===== src/rtl/dut_arb_pkg.sv =====
// Shared types for the two-requester stream arbiter in front of the 32-bit dut.
package dut_arb_pkg;

  typedef enum logic [1:0] {ARB, ISSUE, GAP} state_t;

  typedef logic req_id_t;

  localparam int NUM_REQ = 2;

endpackage


===== src/rtl/dut_tag_fifo.sv =====
// Requester-id FIFO: one entry per word issued to dut, popped as results return.
module dut_tag_fifo
  import dut_arb_pkg::*;
#(
  parameter int DEPTH = 4
) (
  input  logic                     clk,
  input  logic                     n_rst,
  input  logic                     push,
  input  req_id_t                  push_id,
  input  logic                     pop,
  output req_id_t                  pop_id,
  output logic [$clog2(DEPTH):0]   count,
  output logic                     full,
  output logic                     empty
);

  localparam int AW = $clog2(DEPTH);
  localparam int CW = AW + 1;

  req_id_t         mem [DEPTH];
  logic [AW-1:0]   wr_ptr;
  logic [AW-1:0]   rd_ptr;
  logic            do_push;
  logic            do_pop;

  assign full    = (count == CW'(DEPTH));
  assign empty   = (count == '0);
  assign do_pop  = pop & ~empty;
  // A pop on the same edge frees the slot, so a push into a full FIFO is legal then.
  assign do_push = push & (~full | do_pop);
  assign pop_id  = mem[rd_ptr];

  always_ff @(posedge clk or negedge n_rst) begin
    if (!n_rst) begin
      wr_ptr <= '0;
      rd_ptr <= '0;
      count  <= '0;
    end else begin
      if (do_push) wr_ptr <= wr_ptr + AW'(1);
      if (do_pop)  rd_ptr <= rd_ptr + AW'(1);
      case ({do_push, do_pop})
        2'b10:   count <= count + CW'(1);
        2'b01:   count <= count - CW'(1);
        default: count <= count;
      endcase
    end
  end

  always_ff @(posedge clk) begin
    if (do_push) mem[wr_ptr] <= push_id;
  end

endmodule


===== src/rtl/dut_stream_arbiter.sv =====
// Round-robin arbiter issuing paced enable pulses to dut and routing results back by tag.
//   state | meaning
//   ARB   | waiting to grant a requester word
//   ISSUE | dut_enable high for the accepted word
//   GAP   | idle spacing before the next grant
module dut_stream_arbiter
  import dut_arb_pkg::*;
#(
  parameter int MAX_INFLIGHT = 4,
  parameter int ISSUE_GAP    = 2,
  parameter int TIMEOUT      = 64
) (
  input  logic                            clk,
  input  logic                            n_rst,
  input  logic                            req0_valid,
  input  logic [31:0]                     req0_data,
  output logic                            req0_ready,
  input  logic                            req1_valid,
  input  logic [31:0]                     req1_data,
  output logic                            req1_ready,
  output logic                            dut_enable,
  output logic [31:0]                     dut_din,
  input  logic [31:0]                     dut_dout,
  input  logic                            dut_valid,
  output logic [31:0]                     rsp_data,
  output logic                            rsp0_valid,
  output logic                            rsp1_valid,
  output logic [$clog2(MAX_INFLIGHT):0]   inflight,
  input  logic                            clear_err,
  output logic                            timeout_err,
  output logic                            spurious_err
);

  localparam int TW = $clog2(TIMEOUT + 1);
  localparam int GW = (ISSUE_GAP > 2) ? $clog2(ISSUE_GAP) : 1;

  state_t               state, state_nxt;
  req_id_t              last_grant, grant_id, pop_id;
  logic [NUM_REQ-1:0]   req_vec;
  logic                 accept, full, empty, pop, spurious, tmo_hit;
  logic [GW-1:0]        gap_cnt;
  logic [TW-1:0]        tmo_cnt;

  assign req_vec = {req1_valid, req0_valid};

  always_comb begin
    state_nxt  = state;
    accept     = 1'b0;
    grant_id   = 1'b0;
    case (state)
      ARB: begin
        // Readies are forced low while reset is held so every output reads 0.
        if (n_rst && (|req_vec) && !full) begin
          accept    = 1'b1;
          grant_id  = (&req_vec) ? ~last_grant : req1_valid;
          state_nxt = ISSUE;
        end
      end
      ISSUE:   state_nxt = (ISSUE_GAP > 1) ? GAP : ARB;
      GAP:     if (gap_cnt == '0) state_nxt = ARB;
      default: state_nxt = ARB;
    endcase
  end

  assign req0_ready = accept & (grant_id == 1'b0);
  assign req1_ready = accept & (grant_id == 1'b1);
  assign dut_enable = (state == ISSUE);

  always_ff @(posedge clk or negedge n_rst) begin
    if (!n_rst) begin
      state      <= ARB;
      last_grant <= 1'b1;
      dut_din    <= '0;
      gap_cnt    <= '0;
    end else begin
      state <= state_nxt;
      if (accept) begin
        dut_din    <= grant_id ? req1_data : req0_data;
        last_grant <= grant_id;
      end
      if (state == ISSUE)
        gap_cnt <= GW'(ISSUE_GAP > 1 ? ISSUE_GAP - 2 : 0);
      else if (state == GAP && gap_cnt != '0)
        gap_cnt <= gap_cnt - GW'(1);
    end
  end

  assign pop      = dut_valid & ~empty;
  assign spurious = dut_valid & empty;

  dut_tag_fifo #(.DEPTH(MAX_INFLIGHT)) u_tag_fifo (
    .clk     (clk),
    .n_rst   (n_rst),
    .push    (accept),
    .push_id (grant_id),
    .pop     (pop),
    .pop_id  (pop_id),
    .count   (inflight),
    .full    (full),
    .empty   (empty)
  );

  always_ff @(posedge clk or negedge n_rst) begin
    if (!n_rst) begin
      rsp_data   <= '0;
      rsp0_valid <= 1'b0;
      rsp1_valid <= 1'b0;
    end else begin
      rsp0_valid <= pop & (pop_id == 1'b0);
      rsp1_valid <= pop & (pop_id == 1'b1);
      if (pop) rsp_data <= dut_dout;
    end
  end

  // Age of the oldest in-flight word; saturates so the flag stays a single event.
  assign tmo_hit = ~pop && (inflight != '0) && (tmo_cnt == TW'(TIMEOUT - 1));

  always_ff @(posedge clk or negedge n_rst) begin
    if (!n_rst) begin
      tmo_cnt      <= '0;
      timeout_err  <= 1'b0;
      spurious_err <= 1'b0;
    end else begin
      if (pop || inflight == '0)
        tmo_cnt <= '0;
      else if (tmo_cnt != TW'(TIMEOUT))
        tmo_cnt <= tmo_cnt + TW'(1);
      if (tmo_hit)        timeout_err <= 1'b1;
      else if (clear_err) timeout_err <= 1'b0;
      if (spurious)       spurious_err <= 1'b1;
      else if (clear_err) spurious_err <= 1'b0;
    end
  end

endmodule


===== config.mk =====
export PLATFORM = sky130hd
export DESIGN_NAME = dut_stream_arbiter
export DESIGN_NICKNAME = d
export VERILOG_FILES = /design/src/rtl/dut_arb_pkg.sv /design/src/rtl/dut_tag_fifo.sv /design/src/rtl/dut_stream_arbiter.sv
export SDC_FILE = /design/constraint.sdc
export NUM_CORES = 1
export LEC_CHECK = 0
export ABC_AREA = 1
export CAP_MARGIN = 20
export CORE_MARGIN = 4
export CORE_UTILIZATION = 43
export CTS_CLUSTER_DIAMETER = 200
export DETAILED_ROUTE_END_ITERATION = 10
export GPL_ROUTABILITY_DRIVEN = 1
export PLACE_DENSITY = 0.81
export SYNTH_ARGS = -nofsm -noshare
export SYNTH_HDL_FRONTEND = slang
export SYNTH_SLANG_ARGS = --single-unit

===== constraint.sdc =====
create_clock -name clk -period 2.8 [get_ports clk]
set_input_delay 0.84 -clock clk [delete_from_list [all_inputs] [get_ports clk]]
set_output_delay 0.84 -clock clk [all_outputs]
set_load 0.03 [all_outputs]

# Word level (Yosys, flattened, before mapping)
# Memory sizes are Yosys's and may differ from the RTL's.
# Index checks and enable logic that the tools add are counted.
op_classes:
  n_reduce_logical: 18
  shift: 0
  n_eq_ne: 9
  magnitude_cmp: 0
  div: 0
  bitwise_logic: 15
  n_addsub: 6
  muxes: 19
  n_mul: 0
op_table:
  columns: ["cell", "count"]
  rows:
  - ["$mux W32", 1]
  - ["$mux W7", 2]
  - ["$mux W1", 12]
  - ["$reduce_bool A2 Y1", 5]
  - ["$and A1 B1 Y1", 8]
  - ["$add A7 B1 Y7 const B", 1]
  - ["$eq A7 B6 Y1 const B", 1]
  - ["$ne A7 B7 Y1 const B", 1]
  - ["$not A1 Y1", 6]
  - ["$pmux W2 S3", 1]
  - ["$pmux W3 S2", 1]
  - ["$logic_and A1 B1 Y1", 5]
  - ["$add A2 B1 Y2 const B", 2]
  - ["$eq A2 B1 Y1 const B", 2]
  - ["$eq A2 B2 Y1 const B", 2]
  - ["$mux W2", 2]
  - ["$ne A2 B2 Y1 const B", 2]
  - ["$reduce_and A2 Y1", 2]
  - ["$add A3 B1 Y3 const B", 1]
  - ["$eq A3 B3 Y1 const B", 1]
  - ["$logic_not A3 Y1", 1]
  - ["$reduce_bool A3 Y1", 1]
  - ["$sub A3 B1 Y3 const B", 1]
  - ["$logic_not A2 Y1", 1]
  - ["5 further kinds", 5]
word_totals:
  latchBits: 0
  input_bits: 102
  output_inout_bits: 74
  wordCells: 81
  ramBits: 4
  memories: 1
  romBits: 0
  register_bits: 86
memory_table:
  columns: ["memory", "depth", "word_bits", "rd", "rd_clocked_by_memory_dff", "write_ports", "line", "rtl"]
  rows:
  - ["u_tag_fifo.mem", 4, 1, 1, 0, 1, "dut_tag_fifo.sv:21", "req_id_t mem [DEPTH];"]

# Logic depth before layout (Yosys ltp)
depth:
  word_depth: 8
  mapped_depth: 11
  depth_no_buf: 10

# By module
# From an unflattened synthesis, not the netlist that was laid out.
hier_totals:
  cells_unflattened: 499
  area_unflattened_um2: 4199.0
modules_own_cells:
  columns: ["module", "cells_per_inst", "seq_area_each_um2", "n_inst", "area_each_um2"]
  rows:
  - ["dut_stream_arbiter", 425, 1978.1, 1, 3570.9]
  - ["dut_tag_fifo", 74, 295.3, 1, 628.1]

# Worst setup path before layout
# OpenSTA, ideal clock, no wires.
synth_path:
  kind: "input to output"
  start: "in n_rst"
  end: "out req0_ready"
  n_path_buf: 1
  required_ps: 1960
  arrival_ps: 1722
  setup_slack_ps: 238
  cell_stages: 5
  path_cell_list: "nand3_2 nor2_2 nand2_2 buf_6 nor2_1"
synth_between:
  elab_chain_cells: 6
  word_cells_on_any_way: 8
  classes_between: "mux (4); bitwise (2); reduce/logical (2)"
synth_lines:
  columns: ["element", "line", "rtl"]
  rows:
  - ["start, declared", "dut_stream_arbiter.sv:14", "input logic n_rst,"]
  - ["$logic_and A1 B1 Y1 (*) (2 in series)", "dut_stream_arbiter.sv:53", "if (n_rst && (|req_vec) && !full) begin"]
  - ["$mux W1", "dut_stream_arbiter.sv:53", null]
  - ["$mux W1", "dut_stream_arbiter.sv:50", "case (state)"]
  - ["$not A1 Y1", "dut_stream_arbiter.sv:65", "assign req0_ready = accept & (grant_id == 1'b0);"]
  - ["$and A1 B1 Y1 (*)", "dut_stream_arbiter.sv:65", null]
  - ["end, declared", "dut_stream_arbiter.sv:17", "output logic req0_ready,"]
# Mark *: on every way between the ends. The rest lies on a longest branch, timed or not.

# Worst setup path after layout
layout_path:
  start: "in req0_valid"
  end: "out req1_ready"
layout_between:
  elab_chain_cells: 6
  word_cells_on_any_way: 10
  classes_between: "mux (5); bitwise (1); reduce/logical (4)"
layout_lines:
  columns: ["element", "line", "rtl"]
  rows:
  - ["start, declared", "dut_stream_arbiter.sv:15", "input logic req0_valid,"]
  - ["$reduce_or A2 Y1", "dut_stream_arbiter.sv:53", null]
  - ["$logic_and A1 B1 Y1 (2 in series)", "dut_stream_arbiter.sv:53", null]
  - ["$mux W1", "dut_stream_arbiter.sv:53", null]
  - ["$mux W1", "dut_stream_arbiter.sv:50", null]
  - ["$and A1 B1 Y1 (*)", "dut_stream_arbiter.sv:66", "assign req1_ready = accept & (grant_id == 1'b1);"]
  - ["end, declared", "dut_stream_arbiter.sv:20", "output logic req1_ready,"]
# Marks and branches as above.

==> run metrics <==
run status=complete, no violations; Net Count, Synth=567; critical path's top delay family=buffers and inverters; core area=9328 sq um; basic-gate share of the synthesized area counting and, or, nand and nor cells=0.3144; Max Clock Skew=0.01006 ns; post-DP HPWL=8.319 mm; count of port buffers added during placement=175; cts hold-fix bufs=0; H-Tree Depth=3; Starting Density=0.4467; critical-path maximum fanout=5; number of global-route vias before repair=3787; multiplexer fraction of the synthesized cell area=0; Synth Area in Adders=0.02583; Via density=5.070; final weighted congestion in routability-driven placement=0.7619; Critical Path Sink Type=output port; Clock Path Buffers=2; Die Footprint=11330 sq um; list of cells traversed by the critical path=clkdlybuf4s50_1 > nor2_1 > nor2_4 > nand2_2 > nor2_2 > buf_4; Setup Viol. Count Final=0; Top FF cell, synth=sky130_fd_sc_hd__dfrtp_1; setup fix buffers added after clock tree synthesis=0; number of placed instances with taps included=744; number of buffers inserted during clock tree synthesis=9; reg-to-reg critical path endpoint=u_tag_fifo.count[2]; highest cell delay on the worst timing path=0.48 ns; total leakage power=2.826 nW; antenna-violating nets left=0; Final Instance Count excl. Fillers=760; CTS tree=yes; final cell utilization of the core=0.6610; DR iter-0 viols=186; floorplan die width=106.4 um; total length of routed wires=11.43 mm; clock slew at reported path FFs=0.09 ns; dominant combinational cell family by area after synthesis=simple AND/OR/NAND/NOR gates; crit path time final=2.733 ns; worst r2r src=u_tag_fifo.count[1]; Die Y=106.4 um; share of the synthesized area in compound gates (AO/OA/AOI/OAI)=0.02012; arrival time worst endpoint=1.89 ns; setup repair after global routing missed its margin=no; actual slew at the worst max-slew pin=0.6185 ns; Hold WC Path Type=in2async; aggregate global routing overflow=0; final routed wire length divided by cell count=15.04 um; clock latency on the worst-skew pair=0.35 ns; final hold vios=0; cell row count=35; remaining design rule violation count=0; Power Density=1005 nW/um^2; layout cells sized above 1=0.07765; number of pins exceeding their max-slew limit in the final report=0; most frequent cells after synthesis=sky130_fd_sc_hd__nand2_1 (146), sky130_fd_sc_hd__dfrtp_1 (85), sky130_fd_sc_hd__nand4_1 (65); number of top-level design ports=176; largest net degree at the start of global routing=87; WHS=0.4549 ns; CTS root buffer=sky130_fd_sc_hd__clkbuf_8; synthesized netlist cell count=457; mean post-synth cell area=9.117 sq um; leading cell type by number of instances after synthesis=sky130_fd_sc_hd__nand2_1; post-placement setup slack=0.02761 ns; vias after detailed routing=3853; element type at the critical path start=input pin; number of enable flip-flop cells after synthesis=4; worst-path cell with the longest stage delay=sky130_fd_sc_hd__clkdlybuf4s50_1; worst voltage drop across the vdd grid=0.4362 mV; buffers plus inverters on the worst setup path=2; share of the clock period used by the worst path=0.9760; required time of the critical path=1.96 ns; number of cells on the worst reg-to-reg path=9; cell depth of the worst setup path=6; Final TNS setup=0 ns; register area share after synthesis=0.5456; fraction of synthesized cell area in xor and xnor cells=0.008408; dominant cell type by area after synthesis=sky130_fd_sc_hd__dfrtp_1; Worst slew margin=0.5877; register-to-register path setup slack=0.88 ns; synth warn=0; flip-flop and latch count after synthesis=90; quantity of gates resized following cts=0; launching element of the worst setup path=req0_valid; fraction of registers with async set/reset=0.9556; number of maximum-capacitance constraint violations=0; layout net count=737; synth unique cells=27; Setup CP Type=in2out; global-route usage over all layers=0.2019; Area growth syn-to-layout=47.99%; biggest area contributors in the synthesized netlist=sky130_fd_sc_hd__dfrtp_1 (51%), sky130_fd_sc_hd__nand2_1 (13%), sky130_fd_sc_hd__nand4_1 (9.8%); initial antenna violation count=0; CTS sink cnt=90; post-layout worst setup margin=0.06711 ns; synthesized cell area=4166 sq um; first-pass GRT wire length=18.53 mm; FMAX=0.3659 GHz; number of inserted diodes=0; capturing instance or port of the critical path=req1_ready; first-pass iteration count of the detailed router=5; area fraction of the dominant cell type after synthesis=0.5105
==> cell families (layout without fill, tap and decap cells) <==
group / count (synthesis) / in the layout
AO/OA/AOI/OAI: 15 / 15
XOR/XNOR: 4 / 4
adder cells (fa/ha/maj): 8 / 8
buffers and inverters: 58 / 232
flip-flops: 90 / 90
AND/OR/NAND/NOR: 282 / 282
==> final cells by class <==
type                            count  area (sq um)
Clock inverter                      2         16.27
Tap cell                          129         161.4
Multi-Input combinational cell    309          1546
Clock buffer                       13         190.2
Inverter                           28         105.1
Sequential cell                    90          2273
Timing Repair Buffer              189          1873
Fill cell                         762          3162
==> routing by layer <==
layer,vias to the layer above,global-route usage,share of wire
met5,-,0,0
met3,15,0.05768,0.088
met2,174,0.3425,0.49
li1,1868,-,-
met1,1796,0.2522,0.41
met4,0,0.05753,0.015
==> where the power goes <==
group / switching, mW / total, mW / internal (mW) / leakage [nW]
Clock: 0.438 / 0.887 / 0.449 / 0.103
Sequential: 0.296 / 2.10 / 1.80 / 1.11
Combinational: 1.95 / 3.21 / 1.27 / 1.61
Total: 2.68 / 6.20 / 3.52 / 2.83
==> worst min-delay path by stage <==
stage	from	endpoint	slack (ns)	depth (start not counted)
after floorplan	last_grant	last_grant	0.46	2
after global placement	rsp_data[27]	rsp_data[27]	0.46	2
after detailed placement	rsp_data[25]	rsp_data[25]	0.47	2
after CTS	rsp_data[20]	rsp_data[20]	0.49	2
after global routing	n_rst	u_tag_fifo.count[1]	0.45	2
final	n_rst	rsp_data[26]	0.45	2
==> flip-flops by register name, indices dropped and copies added (netlist names) <==
| name | cells |
|---|---|
| dut_din | 32 |
| rsp_data | 32 |
| tmo_cnt | 7 |
| u_tag_fifo.mem | 4 |
| u_tag_fifo.count | 3 |
| state | 2 |
| u_tag_fifo.rd_ptr | 2 |
| u_tag_fifo.wr_ptr | 2 |
| gap_cnt | 1 |
| last_grant | 1 |
| rsp0_valid | 1 |
| rsp1_valid | 1 |
| spurious_err | 1 |
| timeout_err | 1 |
==> stage by stage <==
| stage | area (sq um) | power (mW) |
|---|---|---|
| floorplan | 4167 | 4.060 |
| global placement | 5923 | 5.253 |
| detailed placement | 5923 | 5.346 |
| CTS | 6130 | 6.249 |
| global route | 6166 | 6.590 |
| finish | 6166 | 6.199 |
==> layout by cell type (no fill, tap or decap), types with 2 or more instances in the layout <==
master / n
sky130_fd_sc_hd__nand2_2: 2
sky130_fd_sc_hd__clkdlybuf4s50_1: 172
sky130_fd_sc_hd__nor3_1: 2
sky130_fd_sc_hd__a21oi_1: 4
sky130_fd_sc_hd__nand3_2: 3
sky130_fd_sc_hd__ha_1: 7
sky130_fd_sc_hd__nand3_1: 40
sky130_fd_sc_hd__nor2_2: 2
sky130_fd_sc_hd__buf_4: 15
sky130_fd_sc_hd__inv_2: 5
sky130_fd_sc_hd__dfrtp_1: 85
sky130_fd_sc_hd__o22ai_1: 2
sky130_fd_sc_hd__clkbuf_8: 12
sky130_fd_sc_hd__o21ai_0: 7
sky130_fd_sc_hd__xor2_1: 3
sky130_fd_sc_hd__nand4_1: 65
sky130_fd_sc_hd__nor2_1: 19
sky130_fd_sc_hd__edfxtp_1: 4
sky130_fd_sc_hd__inv_1: 23
sky130_fd_sc_hd__nand2_1: 146
No activity file was read; power rests on OpenSTA's default activity.
